$ cat config.mk
export PLATFORM = sky130hd
export DESIGN_NAME = instr_encoder
export DESIGN_NICKNAME = d
export VERILOG_FILES = /design/src/rtl/instr_encoder.sv
export SDC_FILE = /design/constraint.sdc
export NUM_CORES = 1
export LEC_CHECK = 0
export CORE_MARGIN = 2
export CORE_UTILIZATION = 45
export CTS_CLUSTER_SIZE = 8
export DETAILED_ROUTE_END_ITERATION = 8
export PLACE_DENSITY = 0.82
export SYNTH_ARGS = -nofsm -noshare
export SYNTH_HDL_FRONTEND = slang
export SYNTH_SLANG_ARGS = --single-unit
export TNS_END_PERCENT = 100
$ cat constraint.sdc
create_clock -name clk -period 2.5 [get_ports clk]
set_input_delay 0.5 -clock clk [delete_from_list [all_inputs] [get_ports clk]]
set_output_delay 0.5 -clock clk [all_outputs]
set_load 0.02 [all_outputs]
$ cat src/rtl/instr_encoder.sv
// Instruction encoder: accepts a field bundle, packs it into a 32-bit MIPS-like
// word and writes it to instruction memory at an auto-incrementing pointer.
module instr_encoder (
    input  logic        clk,
    input  logic        rst,
    input  logic        in_valid,
    output logic        in_ready,
    input  logic [3:0]  op,
    input  logic [4:0]  dst,
    input  logic [4:0]  src1,
    input  logic [4:0]  src2,
    input  logic [25:0] imm,
    input  logic        addr_load,
    input  logic [7:0]  load_addr,
    output logic        mem_we,
    output logic [7:0]  mem_addr,
    output logic [31:0] mem_wdata,
    output logic        err,
    output logic        wrapped,
    output logic [8:0]  word_count
);

    typedef enum logic [1:0] {
        IDLE = 2'd0,
        ENC  = 2'd1,
        WR   = 2'd2
    } state_t;

    state_t       state_r;
    state_t       state_s;
    logic         accept_s;
    logic         load_s;
    logic [3:0]   op_r;
    logic [4:0]   dst_r;
    logic [4:0]   src1_r;
    logic [4:0]   src2_r;
    logic [25:0]  imm_r;
    logic [31:0]  word_r;
    logic [7:0]   ptr_r;

    function automatic logic op_illegal(input logic [3:0] o);
        return (o > 4'd10);
    endfunction

    function automatic logic [31:0] encode_word(
        input logic [3:0]  o,
        input logic [4:0]  d,
        input logic [4:0]  s1,
        input logic [4:0]  s2,
        input logic [25:0] im
    );
        logic [31:0] w;
        case (o)
            4'd0:    w = {6'd12, s1, s2, d, 5'd0, 6'd32};
            4'd1:    w = {6'd12, s1, s2, d, 5'd0, 6'd34};
            4'd2:    w = {6'd12, s1, s2, d, 5'd0, 6'd50};
            4'd3:    w = {6'd12, s1, s2, d, 5'd0, 6'd36};
            4'd4:    w = {6'd12, s1, s2, d, 5'd0, 6'd37};
            4'd5:    w = {6'd34, s1, d, im[15:0]};
            4'd6:    w = {6'd35, s1, s2, im[15:0]};
            4'd7:    w = {6'd36, s1, s2, im[15:0]};
            4'd8:    w = {6'd37, s1, d, im[15:0]};
            4'd9:    w = {6'd38, s1, d, im[15:0]};
            4'd10:   w = {6'd2, im};
            default: w = 32'd0;
        endcase
        return w;
    endfunction

    // FSM state register
    always_ff @(posedge clk) begin
        if (rst) begin
            state_r <= IDLE;
        end else begin
            state_r <= state_s;
        end
    end

    // Next-state, handshake and address-load decode
    always_comb begin
        state_s  = state_r;
        in_ready = 1'b0;
        accept_s = 1'b0;
        load_s   = 1'b0;
        case (state_r)
            IDLE: begin
                in_ready = !addr_load;
                load_s   = addr_load;
                accept_s = in_valid && !addr_load;
                state_s  = accept_s ? ENC : IDLE;
            end
            ENC:     state_s = op_illegal(op_r) ? IDLE : WR;
            WR:      state_s = IDLE;
            default: state_s = IDLE;
        endcase
    end

    // Field capture, encoding, memory write and status bookkeeping
    always_ff @(posedge clk) begin
        if (rst) begin
            op_r       <= 4'd0;
            dst_r      <= 5'd0;
            src1_r     <= 5'd0;
            src2_r     <= 5'd0;
            imm_r      <= 26'd0;
            word_r     <= 32'd0;
            ptr_r      <= 8'd0;
            mem_we     <= 1'b0;
            mem_addr   <= 8'd0;
            mem_wdata  <= 32'd0;
            err        <= 1'b0;
            wrapped    <= 1'b0;
            word_count <= 9'd0;
        end else begin
            mem_we <= 1'b0;
            err    <= 1'b0;
            if (accept_s) begin
                op_r   <= op;
                dst_r  <= dst;
                src1_r <= src1;
                src2_r <= src2;
                imm_r  <= imm;
                // err is registered at acceptance so it is visible during ENC
                err    <= op_illegal(op);
            end
            if (load_s) begin
                ptr_r <= load_addr;
            end
            if (state_r == ENC) begin
                word_r <= encode_word(op_r, dst_r, src1_r, src2_r, imm_r);
            end
            if (state_r == WR) begin
                mem_we    <= 1'b1;
                mem_addr  <= ptr_r;
                mem_wdata <= word_r;
                ptr_r     <= ptr_r + 8'd1;
                if (ptr_r == 8'd255) begin
                    wrapped <= 1'b1;
                end
                if (word_count != 9'd511) begin
                    word_count <= word_count + 9'd1;
                end
            end
        end
    end

endmodule

==> flow_summary.toml, run 1 <==
[final_layout]
syn_to_final_growth_pct = 31.3
drive_gt1_frac = 0.0894
fin_nets = 841
final_util = 0.611
diodes = 0

[min_path]
hold_class = "reg2reg"
worstHoldPathCells = 2
worstHoldStart = "word_r[1]$_SDFFE_PP0P_"

[sta]
setup_ws_ns = 0.182
hold_violations = 0
tightest_slew_ns = 0.780
setup_violations = 0
hold_slack_ns = 0.452
finalCriticalPeriod_ns = 2.32
period_share = 0.927
slew_violations = 0
tns_ns = 0
rsz0062_at_grt = "false"
max_freq_mhz = 431
relSlewSlack = 0.475
fin_worst_skew_ns = 0.00457

[power_and_ir_drop]
total_leakage_power_nw = 2.51
p_comb_frac = 0.075
switching_power_mw = 1.18
power_mw = 5.24
swShare = 0.224
pwr-share-seq = 0.440
pwr_density_cell_nw_per_um2 = 708
power.clock.fraction = 0.485
p_int_mw = 4.06
vdd.ir_drop.worst_uv = 434

[synthesis]
synthesis.instances = 691
yosysTopAreaCell = "dfxtp_1"
netlist.area_leader.share = 0.487
synthFlopType = "dfxtp_1"
synth_common_cells = "201 x nand2_1, 137 x dfxtp_1, 107 x a21oi_1"
synth_most_common_cell = "nand2_1"
synthesis.nets = 751
synth.avg_cell_area_um2 = 8.16
syn-cell-area_um2 = 5640
synth-seq-cells = 137
synth-async-reset-ratio = 0
synth_warnings = 0
synth_cell_types = 59
seq_area_frac_synth = 0.487
synth_area_leaders = "dfxtp_1 49%, nand2_1 13%, a21oi_1 9.5%, nor2_1 2.3%, buf_2 1.9%"
synth_edf_count = 0

[global_routing]
grt_first_pass_wirelength_mm = 22.3
grt_pass1_vias = 4588
antenna_found_initial = 0
overflow = 0
grt.total_usage = 0.211
grt_max_degree = 51

[routing]
vias = 5009
viasPerCell = 5.21
drtIter0Drc = 444
wl_per_cell_um = 14.2
antenna_left = 0
totalWireLength_mm = 13.7
firstDrtPassIters = 5
route.detailed.drc = 0

[critical_path]
crit_start = "addr_load"
worstSetupEndpoint = "in_ready"
path_delay_family = "buffers and inverters"
cp-end-kind = "primary output"
ff2ff_path_depth = 3
arrival_ns = 1.82
start_kind = "primary input"
r2r_slack_ns = 0.53
critPathKind = "in2out"
slowest_stage = "clkdlybuf4s50_1"
critPathBufInv = 2
path_cells = "clkdlybuf4s50_1, nor3_2, clkdlybuf4s50_1"
critical_path_depth = 3
regToRegEndpoint = "word_r[24]$_SDFFE_PP0P_"
cp_max_fo = 3
worstPathRequired_ns = 2.00
cpMostUsedCell = "clkdlybuf4s50_1"
max_stage_delay_ns = 0.64
r2r-start = "op_r[3]$_SDFFE_PP0P_"

[placed_design]
dp_hpwl_mm = 9.34
gp_congestion = 0.834
pre_cts_ws_ns = 0.187
port_buffers = 108

[floorplanning]
start_util = 0.465
die_area_um2 = 13400
die_w_um = 116
die_h_um = 116
rows = 40
num_io_pins = 110
core_area_um2 = 12100

[cts]
clk-insertion-delay-late_ns = 0.41
htreeDepth = 4
clkTransAtPathRegs_ns = 0.06
clock_path_buffers = 2
cts_tree = "built"
cts_hold_buffers = 0
root_buffer = "clkbuf_16"
cts_sinks = 137
cts_setup_buffers = 0
numCtsBuffers = 17
post_cts_resize_count = 0

[run]
cap_violations = 0

[run_status]
status = "finished clean"
[metal layers]
layer | GRT usage | routed length (um)
met5 | 0 | 0
met4 | 0.0651 | 220
met3 | 0.0617 | 747
met2 | 0.326 | 6350
met1 | 0.287 | 6380
[power by group through the flow]
stage	clock network (mW)	logic (mW)	registers (mW)
floorplan	0	0.248	2.33
global placement	0	0.382	2.35
detailed placement	0	0.389	2.35
CTS	2.56	0.394	2.30
global route	2.67	0.436	2.31
finish	2.54	0.394	2.30
[registers in the layout (all words and copies together) (netlist names), 2 cells and up]
register and cells:
imm_r 26, mem_wdata 31, src1_r 5, dst_r 5
word_count 9, src2_r 5, op_r 4, state_r 2
ptr_r 8, mem_addr 8, word_r 31
[worst register-to-register path, delay by kind of cell (launching register included)]
kind / cells / cell delay [ns]
AOI/OAI and AO/OA: 2 / 1.00
DFF: 1 / 0.74
and+or+nand+nor: 1 / 0.10
[worst min-delay path by stage]
stage                     slack (ns)                    endpoint
final                           0.45   mem_wdata[1]$_SDFFE_PP0P_
after global routing            0.47  mem_wdata[29]$_SDFFE_PP0P_
after CTS                       0.45       imm_r[2]$_SDFFE_PP0P_
after detailed placement        0.44   mem_wdata[1]$_SDFFE_PP0P_
after global placement          0.44     word_r[10]$_SDFFE_PP0P_
after floorplan                 0.43       imm_r[2]$_SDFFE_PP0P_
[cells by family (layout without fill, tap and decap cells)]
kind of cell,Yosys count,count (layout),share of synthesized area
AOI/OAI and AO/OA,178,178,0.193
xor gates and xnor gates,7,7,0.0109
adders and majority gates,3,3,0.00666
buffers and inverters,57,160,0.0539
DFF,137,137,0.487
muxes,4,4,0.00755
other,1,1,0.000665
and+or+nand+nor,304,304,0.241
[cells in the final DEF, fill, tap and decap left out, drive strengths merged, types with 2 or more instances in the layout]
cell type,count
clkdlybuf4s50,107
clkinvlp,2
a221oi,15
xor2,3
ha,3
nor2b,7
clkinv,4
or3,2
o21a,5
inv,6
nand3b,4
o22ai,6
a21oi,108
nor3,14
o31ai,2
mux2,2
nand3,14
nor4b,2
nor3b,2
xnor2,4
a22oi,12
o2111ai,2
a211oi,5
o21ai,16
nand2b,8
nand2,202
and2,4
clkbuf,23
nor2,37
mux2i,2
dfxtp,137
o31a,2
buf,16
bufinv,2
nor4,3
[metrics by stage]
step           instances  instance area, um2
2_1_floorplan        691                5640
3_3_place_gp         930                6780
3_5_place_dp         930                6780
4_1_cts              962                7400
5_1_grt              962                7400
6_report             962                7400
[area by class of cell]
type                    count  area, um2
clock buffers              23        508
clock inverters             9        111
fillers                  1061       4710
inverters                   5       18.8
multi-input cells         497       2590
flip-flops and latches    137       2740
well taps                 168        210
repair buffers            123       1220
(Power assumes the default switching activity.)
==> run 2, diff against run 1 <==
--- a/config.mk
+++ b/config.mk
@@ -5,11 +5,15 @@
 export SDC_FILE = /design/constraint.sdc
 export NUM_CORES = 1
 export LEC_CHECK = 0
+export ABC_CLOCK_PERIOD_IN_PS = 2500
+export CELL_PAD_IN_SITES_DETAIL_PLACEMENT = 0
+export CELL_PAD_IN_SITES_GLOBAL_PLACEMENT = 1
 export CORE_MARGIN = 2
-export CORE_UTILIZATION = 45
+export CORE_UTILIZATION = 41
 export CTS_CLUSTER_SIZE = 8
 export DETAILED_ROUTE_END_ITERATION = 8
-export PLACE_DENSITY = 0.82
+export GPL_TIMING_DRIVEN = 0
+export PLACE_DENSITY = 0.95
 export SYNTH_ARGS = -nofsm -noshare
 export SYNTH_HDL_FRONTEND = slang
 export SYNTH_SLANG_ARGS = --single-unit
==> flow_summary.toml, run 2 (synthesis gave the netlist of run 1 again) <==
[global_routing]
grt_pass1_vias = 4688
grt.total_usage = 0.209
grt_first_pass_wirelength_mm = 23.9
antenna_found_initial = 0
grt_max_degree = 17
overflow = 0

[sta]
hold_slack_ns = 0.450
tns_ns = 0
tightest_slew_ns = 0.783
period_share = 0.972
rsz0062_at_grt = "false"
relSlewSlack = 0.473
finalCriticalPeriod_ns = 2.43
fin_worst_skew_ns = 0.00647
slew_violations = 0
hold_violations = 0
max_freq_mhz = 412
setup_violations = 0

[power_and_ir_drop]
p_comb_frac = 0.080
power.clock.fraction = 0.495
p_int_mw = 4.14
power_mw = 5.40
switching_power_mw = 1.26
total_leakage_power_nw = 2.60
swShare = 0.233
pwr-share-seq = 0.425
vdd.ir_drop.worst_uv = 449
pwr_density_cell_nw_per_um2 = 715

[cts]
clk-insertion-delay-late_ns = 0.42
cts_tree = "built"
numCtsBuffers = 17
post_cts_resize_count = 0
clkTransAtPathRegs_ns = 0.06
htreeDepth = 4
cts_sinks = 137
root_buffer = "clkbuf_16"
cts_hold_buffers = 0
clock_path_buffers = 2
cts_setup_buffers = 0

[final_layout]
diodes = 0
syn_to_final_growth_pct = 34.1
layout_common_cells = "201 x nand2_1, 137 x dfxtp_1, 107 x a21oi_1, 107 x clkdlybuf4s50_1, 35 x nor2_1"
reg_top3 = "mem_wdata (31), word_r (31), imm_r (26)"
final_common_cell = "nand2_1"
fin_nets = 877
final_cells = 1005
final_util = 0.566
drive_gt1_frac = 0.105

[critical_path]
cp-end-kind = "primary output"
arrival_ns = 1.93
cp_max_fo = 5
critPathKind = "in2out"
worstPathRequired_ns = 2.00
start_kind = "primary input"

[floorplanning]
die_h_um = 121
start_util = 0.422
num_io_pins = 110
die_w_um = 121
die_area_um2 = 14700
core_area_um2 = 13300
rows = 42

[routing]
wl_per_cell_um = 15.1
vias = 5109
drtIter0Drc = 495
firstDrtPassIters = 5
totalWireLength_mm = 15.2
antenna_left = 0
viasPerCell = 5.08
route.detailed.drc = 0

[min_path]
hold_class = "reg2reg"

[placed_design]
dp_cells = 974
dp_hpwl_mm = 11.2
gp_congestion = 0.913
port_buffers = 107

[run]
cap_violations = 0

[run_status]
status = "finished clean"
-- run 2: routing by layer --
layer | track usage | share of wire | vias to the layer above
met3 | 0.0385 | 0.061 | 23
met4 | 0.0675 | 0.018 | 0
li1 | - | - | 2614
met1 | 0.296 | 0.47 | 2316
met5 | 0 | 0 | -
met2 | 0.322 | 0.45 | 156
-- run 2: layout make-up --
| class | instances | area [um2] |
|---|---|---|
| fill | 1251 | 5790 |
| tap | 176 | 220 |
| clock buffer | 18 | 439 |
| buffer | 52 | 285 |
| clock inverter | 13 | 193 |
| sequential | 137 | 2740 |
| inverter | 5 | 18.8 |
| multi-input combinational | 497 | 2590 |
| timing repair buffer | 107 | 1070 |
-- run 2: stage by stage --
| stage | area, um2 | worst slack, ns |
|---|---|---|
| after CTS | 7560 | 0.0658 |
| final | 7560 | 0.0704 |
| after detailed placement | 6930 | 0.0839 |
| after floorplan | 5640 | 0.679 |
| after global placement | 6930 | 0.0661 |
| after global routing | 7560 | 0.0180 |
-- run 2: worst max-delay path: stages --
cell and delay, ns:
clkdlybuf4s50_1 0.51, nor3_2 0.27, clkdlybuf4s50_1 0.65
-- run 2: final timing paths --
kind,startpoint,to,slack (ns),depth (start not counted)
max,addr_load,in_ready,0.07,3
min,word_r[10]$_SDFFE_PP0P_,word_r[10]$_SDFFE_PP0P_,0.45,2
min reg2reg,word_r[10]$_SDFFE_PP0P_,word_r[10]$_SDFFE_PP0P_,0.45,2
max reg2reg,word_count[0]$_SDFFE_PP0P_,word_count[3]$_SDFFE_PP0P_,0.57,7
-- run 2: power by group through the flow --
stage | logic (mW) | registers [mW] | clock network [mW]
floorplan | 0.248 | 2.33 | 0
global placement | 0.423 | 2.34 | 0
detailed placement | 0.425 | 2.34 | 0
CTS | 0.428 | 2.29 | 2.69
global route | 0.469 | 2.30 | 2.79
finish | 0.431 | 2.30 | 2.68
